===== src/rtl/sha256_pkg.sv =====
// Shared types and constants for the SHA-256 message padder.
package sha256_pkg;

    localparam int          BLOCK_WORDS = 16;
    localparam logic [31:0] PAD_WORD    = 32'h8000_0000;
    localparam int          LEN_HI_IDX  = 14;
    localparam int          LEN_LO_IDX  = 15;

    typedef logic [31:0] word_t;
    typedef word_t [0:BLOCK_WORDS-1] block_t;

    typedef enum logic [1:0] {NONE, PADLEN, LENONLY} tail_e;
    typedef enum logic       {FILL, EMIT}            state_e;

    // Overflow block holding only the length, optionally preceded by the 0x80 marker.
    function automatic block_t tail_block(input logic with_pad, input logic [63:0] len);
        block_t b;
        b = '0;
        if (with_pad) b[0] = PAD_WORD;
        b[LEN_HI_IDX] = len[63:32];
        b[LEN_LO_IDX] = len[31:0];
        return b;
    endfunction

endpackage


===== src/rtl/sha256_pad_word.sv =====
// Final-word shaper: keeps the first n bytes, writes 0x80 at byte n, zeroes the rest.
// Purely combinational; no flow control.
// n values above 4 are clamped to 4 (full word, marker goes into the next word).
module sha256_pad_word
    import sha256_pkg::*;
(
    input  word_t      in_data,
    input  logic [2:0] in_bytes,
    output word_t      pad_dat,
    output logic [2:0] nbytes,
    output logic       full
);

    always_comb begin
        nbytes  = (in_bytes > 3'd4) ? 3'd4 : in_bytes;
        full    = (nbytes == 3'd4);
        pad_dat = '0;
        for (int k = 0; k < 4; k++) begin
            if (3'(k) < nbytes) begin
                pad_dat[31-8*k -: 8] = in_data[31-8*k -: 8];
            end else if (3'(k) == nbytes) begin
                pad_dat[31-8*k -: 8] = 8'h80;
            end
        end
    end

endmodule


===== src/rtl/sha256_msg_padder.sv =====
// SHA-256 message padder: buffers 32-bit words into 512-bit blocks and applies length padding.
// Latency: a block is presented the cycle after its completing word is accepted.
// Backpressure: input stalls (in_ready=0) for as long as a block waits on blk_ready. Optional blk_cnt via SHA256_PAD_BLKCNT_EN.
module sha256_msg_padder
    import sha256_pkg::*;
#(
    parameter int LEN_W = 64
) (
    input  logic        clk,
    input  logic        reset,
    input  logic        in_valid,
    output logic        in_ready,
    input  word_t       in_data,
    input  logic        in_last,
    input  logic [2:0]  in_bytes,
    output logic        blk_valid,
    input  logic        blk_ready,
    output block_t      blk_data,
    output logic        blk_first,
    output logic        blk_last
`ifdef SHA256_PAD_BLKCNT_EN
    ,
    output logic [15:0] blk_cnt
`endif
);

    state_e             state_q, state_d;
    logic [3:0]         widx_q, widx_d;
    logic [LEN_W-1:0]   bitlen_q, bitlen_d;
    tail_e              tail_q, tail_d;
    logic               first_pend_q, first_pend_d;
    logic               blk_first_q, blk_first_d;
    logic               blk_last_q, blk_last_d;
    block_t             buf_q, buf_d;
`ifdef SHA256_PAD_BLKCNT_EN
    logic [15:0]        blk_cnt_q, blk_cnt_d;
`endif

    word_t              pad_dat;
    logic [2:0]         nbytes;
    logic               pad_full;
    logic               accept;
    logic [LEN_W-1:0]   fin_len;
    logic [63:0]        fin_len64;
    logic [63:0]        tail_len64;
    logic [4:0]         free_idx;

    sha256_pad_word u_pad_word (
        .in_data  (in_data),
        .in_bytes (in_bytes),
        .pad_dat  (pad_dat),
        .nbytes   (nbytes),
        .full     (pad_full)
    );

    assign in_ready  = (state_q == FILL) && !reset;
    assign accept    = in_valid && in_ready;
    assign blk_valid = (state_q == EMIT);
    assign blk_data  = buf_q;
    assign blk_first = blk_first_q;
    assign blk_last  = blk_last_q;
`ifdef SHA256_PAD_BLKCNT_EN
    assign blk_cnt   = blk_cnt_q;
`endif

    always_comb begin
        state_d      = state_q;
        widx_d       = widx_q;
        bitlen_d     = bitlen_q;
        tail_d       = tail_q;
        first_pend_d = first_pend_q;
        blk_first_d  = blk_first_q;
        blk_last_d   = blk_last_q;
        buf_d        = buf_q;
`ifdef SHA256_PAD_BLKCNT_EN
        blk_cnt_d    = blk_cnt_q;
`endif
        fin_len    = bitlen_q + LEN_W'({nbytes, 3'b000});
        fin_len64  = 64'(fin_len);
        tail_len64 = 64'(bitlen_q);
        // First word index left free after the message bytes and the 0x80 marker.
        free_idx   = {1'b0, widx_q} + (pad_full ? 5'd2 : 5'd1);

        case (state_q)
            FILL: begin
                if (accept && !in_last) begin
                    buf_d[widx_q] = in_data;
                    bitlen_d      = bitlen_q + LEN_W'(32);
                    if (widx_q == 4'd15) begin
                        state_d     = EMIT;
                        widx_d      = '0;
                        blk_first_d = first_pend_q;
                        blk_last_d  = 1'b0;
                    end else begin
                        widx_d = widx_q + 4'd1;
                    end
                end else if (accept) begin
                    bitlen_d = fin_len;
                    for (int i = 0; i < BLOCK_WORDS; i++) begin
                        if (5'(i) < {1'b0, widx_q}) begin
                            buf_d[i] = buf_q[i];
                        end else if (5'(i) == {1'b0, widx_q}) begin
                            buf_d[i] = pad_dat;
                        end else if (pad_full && (5'(i) == {1'b0, widx_q} + 5'd1)) begin
                            buf_d[i] = PAD_WORD;
                        end else begin
                            buf_d[i] = '0;
                        end
                    end
                    if (free_idx <= 5'd14) begin
                        buf_d[LEN_HI_IDX] = fin_len64[63:32];
                        buf_d[LEN_LO_IDX] = fin_len64[31:0];
                        blk_last_d        = 1'b1;
                    end else if (free_idx <= 5'd16) begin
                        blk_last_d = 1'b0;
                        tail_d     = LENONLY;
                    end else begin
                        blk_last_d = 1'b0;
                        tail_d     = PADLEN;
                    end
                    state_d     = EMIT;
                    widx_d      = '0;
                    blk_first_d = first_pend_q;
                end
            end
            EMIT: begin
                if (blk_ready) begin
                    if (tail_q != NONE) begin
                        buf_d       = tail_block(tail_q == PADLEN, tail_len64);
                        blk_first_d = 1'b0;
                        blk_last_d  = 1'b1;
                        tail_d      = NONE;
`ifdef SHA256_PAD_BLKCNT_EN
                        blk_cnt_d   = blk_cnt_q + 16'd1;
`endif
                    end else if (blk_last_q) begin
                        state_d      = FILL;
                        bitlen_d     = '0;
                        first_pend_d = 1'b1;
`ifdef SHA256_PAD_BLKCNT_EN
                        blk_cnt_d    = '0;
`endif
                    end else begin
                        state_d      = FILL;
                        first_pend_d = 1'b0;
`ifdef SHA256_PAD_BLKCNT_EN
                        blk_cnt_d    = blk_cnt_q + 16'd1;
`endif
                    end
                end
            end
            default: ;
        endcase
    end

    always_ff @(posedge clk) begin
        if (reset) begin
            state_q      <= FILL;
            widx_q       <= '0;
            bitlen_q     <= '0;
            tail_q       <= NONE;
            first_pend_q <= 1'b1;
            blk_first_q  <= 1'b0;
            blk_last_q   <= 1'b0;
            buf_q        <= '0;
`ifdef SHA256_PAD_BLKCNT_EN
            blk_cnt_q    <= '0;
`endif
        end else begin
            state_q      <= state_d;
            widx_q       <= widx_d;
            bitlen_q     <= bitlen_d;
            tail_q       <= tail_d;
            first_pend_q <= first_pend_d;
            blk_first_q  <= blk_first_d;
            blk_last_q   <= blk_last_d;
            buf_q        <= buf_d;
`ifdef SHA256_PAD_BLKCNT_EN
            blk_cnt_q    <= blk_cnt_d;
`endif
        end
    end

endmodule


===== config.mk =====
export PLATFORM = sky130hd
export DESIGN_NAME = sha256_msg_padder
export DESIGN_NICKNAME = d
export VERILOG_FILES = /design/src/rtl/sha256_pkg.sv /design/src/rtl/sha256_pad_word.sv /design/src/rtl/sha256_msg_padder.sv
export SDC_FILE = /design/constraint.sdc
export NUM_CORES = 1
export LEC_CHECK = 0
export BUFFER_PORTS_ARGS = -buffer_cell sky130_fd_sc_hd__buf_2
export CAP_MARGIN = 20
export CORE_ASPECT_RATIO = 0.8
export CORE_MARGIN = 2
export CORE_UTILIZATION = 44
export CTS_CLUSTER_DIAMETER = 50
export DETAILED_ROUTE_END_ITERATION = 8
export PLACE_DENSITY_LB_ADDON = 0.15
export SLEW_MARGIN = 5
export SYNTH_ARGS = -nofsm -noshare
export SYNTH_HDL_FRONTEND = slang
export SYNTH_SLANG_ARGS = --single-unit

===== constraint.sdc =====
create_clock -name clk -period 6.5 [get_ports clk]
set_input_delay 0.65 -clock clk [delete_from_list [all_inputs] [get_ports clk]]
set_output_delay 0.65 -clock clk [all_outputs]
set_load 0.1 [all_outputs]

-- Word-level counts from Yosys, hierarchy flattened
Index checks and enable logic that the tools add are counted.
- flip-flop bits (word level): 586
- bits of input ports: 40
- output and inout bits: 516
- add/sub/neg operators: 5
- $lt $le $gt $ge: 24
- eq/ne operators: 60
- mux-type cells: 103
- bitwise gates (word level): 3
- reduce and logical (&&, ||, !) cells: 48
- operators with widths (kind ; number):
    $mux W512 ; 4
    $mux W32 ; 49
    $pmux W512 S2 ; 1
    $bwmux W512 ; 1
    $mux W64 ; 6
    $demux W32 S4 ; 1
    $pmux W64 S2 ; 1
    $reduce_and A4 Y1 ; 17
    $add A64 B6 Y64 ; 1
    $add A64 B6 Y64 const B ; 1
    $mux W8 ; 8
    $ne A3 B3 Y1 const B ; 14
    $eq A4 B5 Y1 const A ; 8
    $eq A4 B4 Y1 const A ; 8
    $lt A4 B4 Y1 const A ; 7
    $eq A3 B5 Y1 const A ; 4
    $logic_and A1 B1 Y1 ; 20
    $mux W1 ; 17
    $eq A3 B4 Y1 const A ; 4
    $lt A3 B4 Y1 const A ; 4
    $mux W2 ; 7
    $mux W4 ; 3
    $eq A2 B5 Y1 const A ; 2
    $ne A2 B2 Y1 const B ; 5
    other kinds (36) ; 50

-- Logic depth before layout (Yosys ltp)
- depth after elaboration: 11
- depth in mapped cells: 14
- depth with buffers taken out: 11

-- Hierarchy
Synthesis repeated with hierarchy kept, for this count alone.
- cells, all modules: 3801
- area, all modules: 28093.2 µm²
- modules (own cells, without submodules) (module ; times used ; cells each ; area each (µm²) ; seq. area each (µm²)):
    sha256_msg_padder ; 1 ; 3757 ; 27806.7 ; 11671.2
    sha256_pad_word ; 1 ; 44 ; 286.5 ; 0.0

-- Worst setup path after synthesis
No wires, ideal clock.
- path kind: input-to-reg
- start: in in_bytes[2]
- end: reg buf_q (netlist bit blk_data[63])
- arrival: 3.109 ns
- data required time: 6.409 ns
- path slack: 3.300 ns
- cell stages on the path: 13
- path buffers: 3
- path through: buf_2 > clkbuf_1 > clkbuf_1 > nor2b_1 > ha_1 > ha_1 > a21oi_1 > a21boi_1 > nand4_2 > nor4_1 > xor2_1 > nand2_1 > a311oi_1
- word-level cells in the longest chain between the ends: 11
- elaborated cells between the ends (all ways): 21
- those cells by class: add/sub: 2; order compare: 3; eq/ne: 2; mux: 11; reduce/logical: 3
- ends and longest elaborated chain (what ; line ; RTL):
    start, declared ; sha256_msg_padder.sv:15 ; input logic [2:0] in_bytes,
    $gt A3 B3 Y1 ; sha256_pad_word.sv:15 ; nbytes = (in_bytes > 3'd4) ? 3'd4 : in_bytes;
    $mux W3 (*) ; sha256_pad_word.sv:15 ;
    branches (longest 9 deep; another with $add A4 B2 Y5) ; - ;
    end signal, assigned ; sha256_msg_padder.sv:177 ; buf_q <= buf_d;
    end, declared ; sha256_msg_padder.sv:34 ; block_t buf_q, buf_d;
Mark *: on every way between the ends. The select of a mux whose other input is x is not followed.
A chain may end at the register's enable or synchronous reset.

-- Worst setup path after layout
- start: in in_bytes[2]
- end: reg buf_q (netlist bit blk_data[29])
- word-level cells in the longest chain between the ends: 10
- elaborated cells between the ends (all ways): 14
- those cells by class: add/sub: 2; order compare: 3; eq/ne: 1; mux: 8
- ends and longest elaborated chain (what ; line ; RTL):
    $gt A3 B3 Y1 ; sha256_pad_word.sv:15 ;
    $mux W3 (*) ; sha256_pad_word.sv:15 ;
    $eq A3 B3 Y1 ; sha256_pad_word.sv:16 ; full = (nbytes == 3'd4);
    $mux W2 ; sha256_msg_padder.sv:82 ; free_idx = {1'b0, widx_q} + (pad_full ? 5'd2 : 5'd1);
    $add A4 B2 Y5 ; sha256_msg_padder.sv:82 ;
    $le A5 B4 Y1 ; sha256_msg_padder.sv:110 ; if (free_idx <= 5'd14) begin
    $mux W64 (*) ; sha256_msg_padder.sv:110 ;
    $mux W512 (*) ; sha256_msg_padder.sv:97 ; end else if (accept) begin
    $mux W512 (*) ; sha256_msg_padder.sv:86 ; if (accept && !in_last) begin
    $pmux W512 S2 (*) ; sha256_msg_padder.sv:84 ; case (state_q)
Every way passes the cells marked *; elsewhere a longest branch is shown, timed or not. The select of a mux whose other input is x is not followed.

==> flow_summary.toml <==
[clocking]
cts_tree = "yes"
post_cts_buffers = 0
root_buffer = "clkbuf_16"
cts_max_level = 3
clock-sinks = 583
clock_latency_ns = 0.62
cts_made_buffers = 67
clk_pin_slew_worst_paths_ns = 0.06
holdBufCountCts = 0
post_cts_resized = 0
clock_path_buffers = 3

[placement]
finalWeightedCongestion = 1.04
hpwl_um = 91100
io_buffers = 555
dp_slack_ns = 2.05

[synth]
syn_avg_cell_area_um2 = 7.86
ys_warn_count = 0
async_reset_ff_frac = 0
netlist_top_cells_area = "dfxtp_1, nor2_1, a22oi_1, a21oi_1, o21ai_0"
yosys_most_used_dff = "dfxtp_1"
netlist_area_um2 = 26600
synth_fp_nets = 3436
yosysTopAreaCellShare = 0.439
syn-instance-count = 3384
ys_seq_elements = 583
yosysTopAreaCell = "dfxtp_1"
ys_seq_area_frac = 0.439
synth_edf_count = 0
synth.distinct_cells = 93

[grt]
grt_pass1_vias = 25700
overflow = 0
met3_usage = 0.151
use_met2 = 0.542
grt.busiest_layer = "met2"
use_met1 = 0.535
grtUsageTotal = 0.390
antenna_found_initial = 4
grt_max_degree = 203
grt_pass1_wl_um = 182000

[power_and_ir_drop]
p_leak_nw = 13.1
vdd_drop_max_uv = 192
p_per_area_nw_per_um2 = 277
finalPower_mw = 8.92

[cells_and_area]
area_growth_pct = 21.0
final_cell_mix = "dfxtp_1, buf_2, nor2_1"
final_util = 0.539
nFillCells = 5812
final_common_cell = "dfxtp_1"
layout-drive-gt1-share = 0.212
nets = 3812

[critical_path]
path_depth = 11
critPathSlowestCell = "a21oi_1"
worstPathArrival_ns = 4.50
crit_chain = "buf_2 > clkinv_1 > ha_1 > ha_1 > a21oi_1 > mux2i_1 > o21a_1 > o21ai_1 > a21oi_1 > a22oi_1 > a211oi_1"
endpoint_kind = "flop"
slowest_delay_ns = 0.83
crit_required_ns = 7.04
crit_fanout = 38
cpLargestDelayFamily = "compound AO/OA/AOI/OAI gates"
crit_path_start_kind = "input port"
r2r_cells = 8
path_class = "in2reg"
crit_buf_inv = 2

[timing]
worst_pin_slew_ns = 1.26
finalMaxSlewViolations = 0
period_share = 0.611
max-slew-margin-rel = 0.158
min_period_ns = 3.97
setup_violations = 0
tns_ns = 0
fin_worst_skew_ns = 0.0284
rsz0062_at_grt = "false"
setup_ws_ns = 2.53
hold_viol = 0
max_freq_mhz = 252

[floorplan]
coreArea_um2 = 59800
initial_core_util = 0.445
die-area_um2 = 62500
die_h_um = 224
io_pins = 556
fp.dieW_um = 279
rows = 80

[route]
avgViaCountPerCell = 6.30
drtIter0Drc = 4481
num_vias = 29000
wire_per_inst_um = 27.8
ant_nets = 0
drtPass1Iterations = 6
drc = 0
drt-total-wl_um = 128000

[hold_path]
hold_path_depth = 3
min_path_type = "in2reg"

[outcome]
status = "finished clean"

[flow_run]
drv_cap = 0
==> kinds of logic after synthesis <==
group	Yosys count	share of synthesized area
simple gates	1303	0.225
compound gates	1059	0.252
flops	583	0.439
buf+inv	355	0.0540
xor+xnor	57	0.0188
mux	14	0.00545
fa+ha+maj	13	0.00602
==> power breakdown <==
part / internal (mW) / leakage, nW / switching [mW]
registers: 3.62 / 4.71 / 0.0542
logic: 0.170 / 7.17 / 0.921
clock network: 2.50 / 1.19 / 1.65
total: 6.29 / 13.1 / 2.63
==> layout make-up <==
cell class / count / area [um2] / share of cell area
antenna: 3 / 7.51 / 0.000233
clock buffer: 95 / 2000 / 0.0622
clock inverter: 27 / 417 / 0.0129
inverter: 29 / 109 / 0.00338
multi-input combinational: 2446 / 13600 / 0.423
sequential: 583 / 11700 / 0.363
tap: 779 / 975 / 0.0303
timing repair buffer: 633 / 3390 / 0.105
==> sequential cells by signal, summed over array words and instances, names as in the netlist <==
name	flops
blk_data	512
bitlen_q	61
widx_q	4
tail_q	2
blk_first	1
blk_last	1
blk_valid	1
first_pend_q	1
==> tightest hold or removal path, delay by kind of cell <==
family | cells | cell delay [ns]
AO/OA/AOI/OAI | 1 | 0.06
buffers and inverters | 1 | 0.15
AND/OR/NAND/NOR | 1 | 0.08
==> synthesized netlist by cell type, types with 10 or more instances <==
master and n:
a211oi_1 30, a21o_1 10, a21oi_1 345, a221oi_1 17
a22o_1 31, a22oi_1 259, a311oi_1 11, a31oi_1 38
a32oi_1 10, and2_1 21, and3_1 24, buf_2 67
clkbuf_1 246, dfxtp_1 583, ha_1 12, inv_1 27
mux2i_1 10, nand2_1 251, nand3_1 106, nand4_1 40
nor2_1 552, nor2b_1 28, nor3_1 173, nor4_1 19
o21ai_0 190, o21ai_1 10, o22ai_1 13, o31ai_1 16
or3_1 27, xnor2_1 30, xor2_1 27
==> routing by layer <==
layer	routed length [um]	share of wire
met1	51700	0.40
met2	51800	0.40
met3	18300	0.14
met4	6200	0.048
met5	0	0
==> per-stage QoR <==
step / std cells / hold WS (ns) / instance area (um2)
floorplan: 3384 / 0.437 / 26600
global placement: 4466 / 0.436 / 29700
detailed placement: 4467 / 0.440 / 29700
CTS: 4589 / 0.349 / 32200
global route: 4592 / 0.377 / 32200
finish: 4595 / 0.361 / 32200
==> final timing paths <==
check | slack, ns | to | startpoint
setup / recovery | 2.53 | blk_data[29]$_SDFFE_PP0P_ | in_bytes[2]
hold / removal | 0.36 | blk_data[205]$_SDFFE_PP0P_ | in_data[13]
setup reg to reg | 2.79 | blk_data[11]$_SDFFE_PP0P_ | widx_q[1]$_SDFFE_PP0P_
hold reg to reg | 0.45 | blk_data[169]$_SDFFE_PP0P_ | blk_data[169]$_SDFFE_PP0P_
Note: power is estimated with default switching activity, not from simulation.
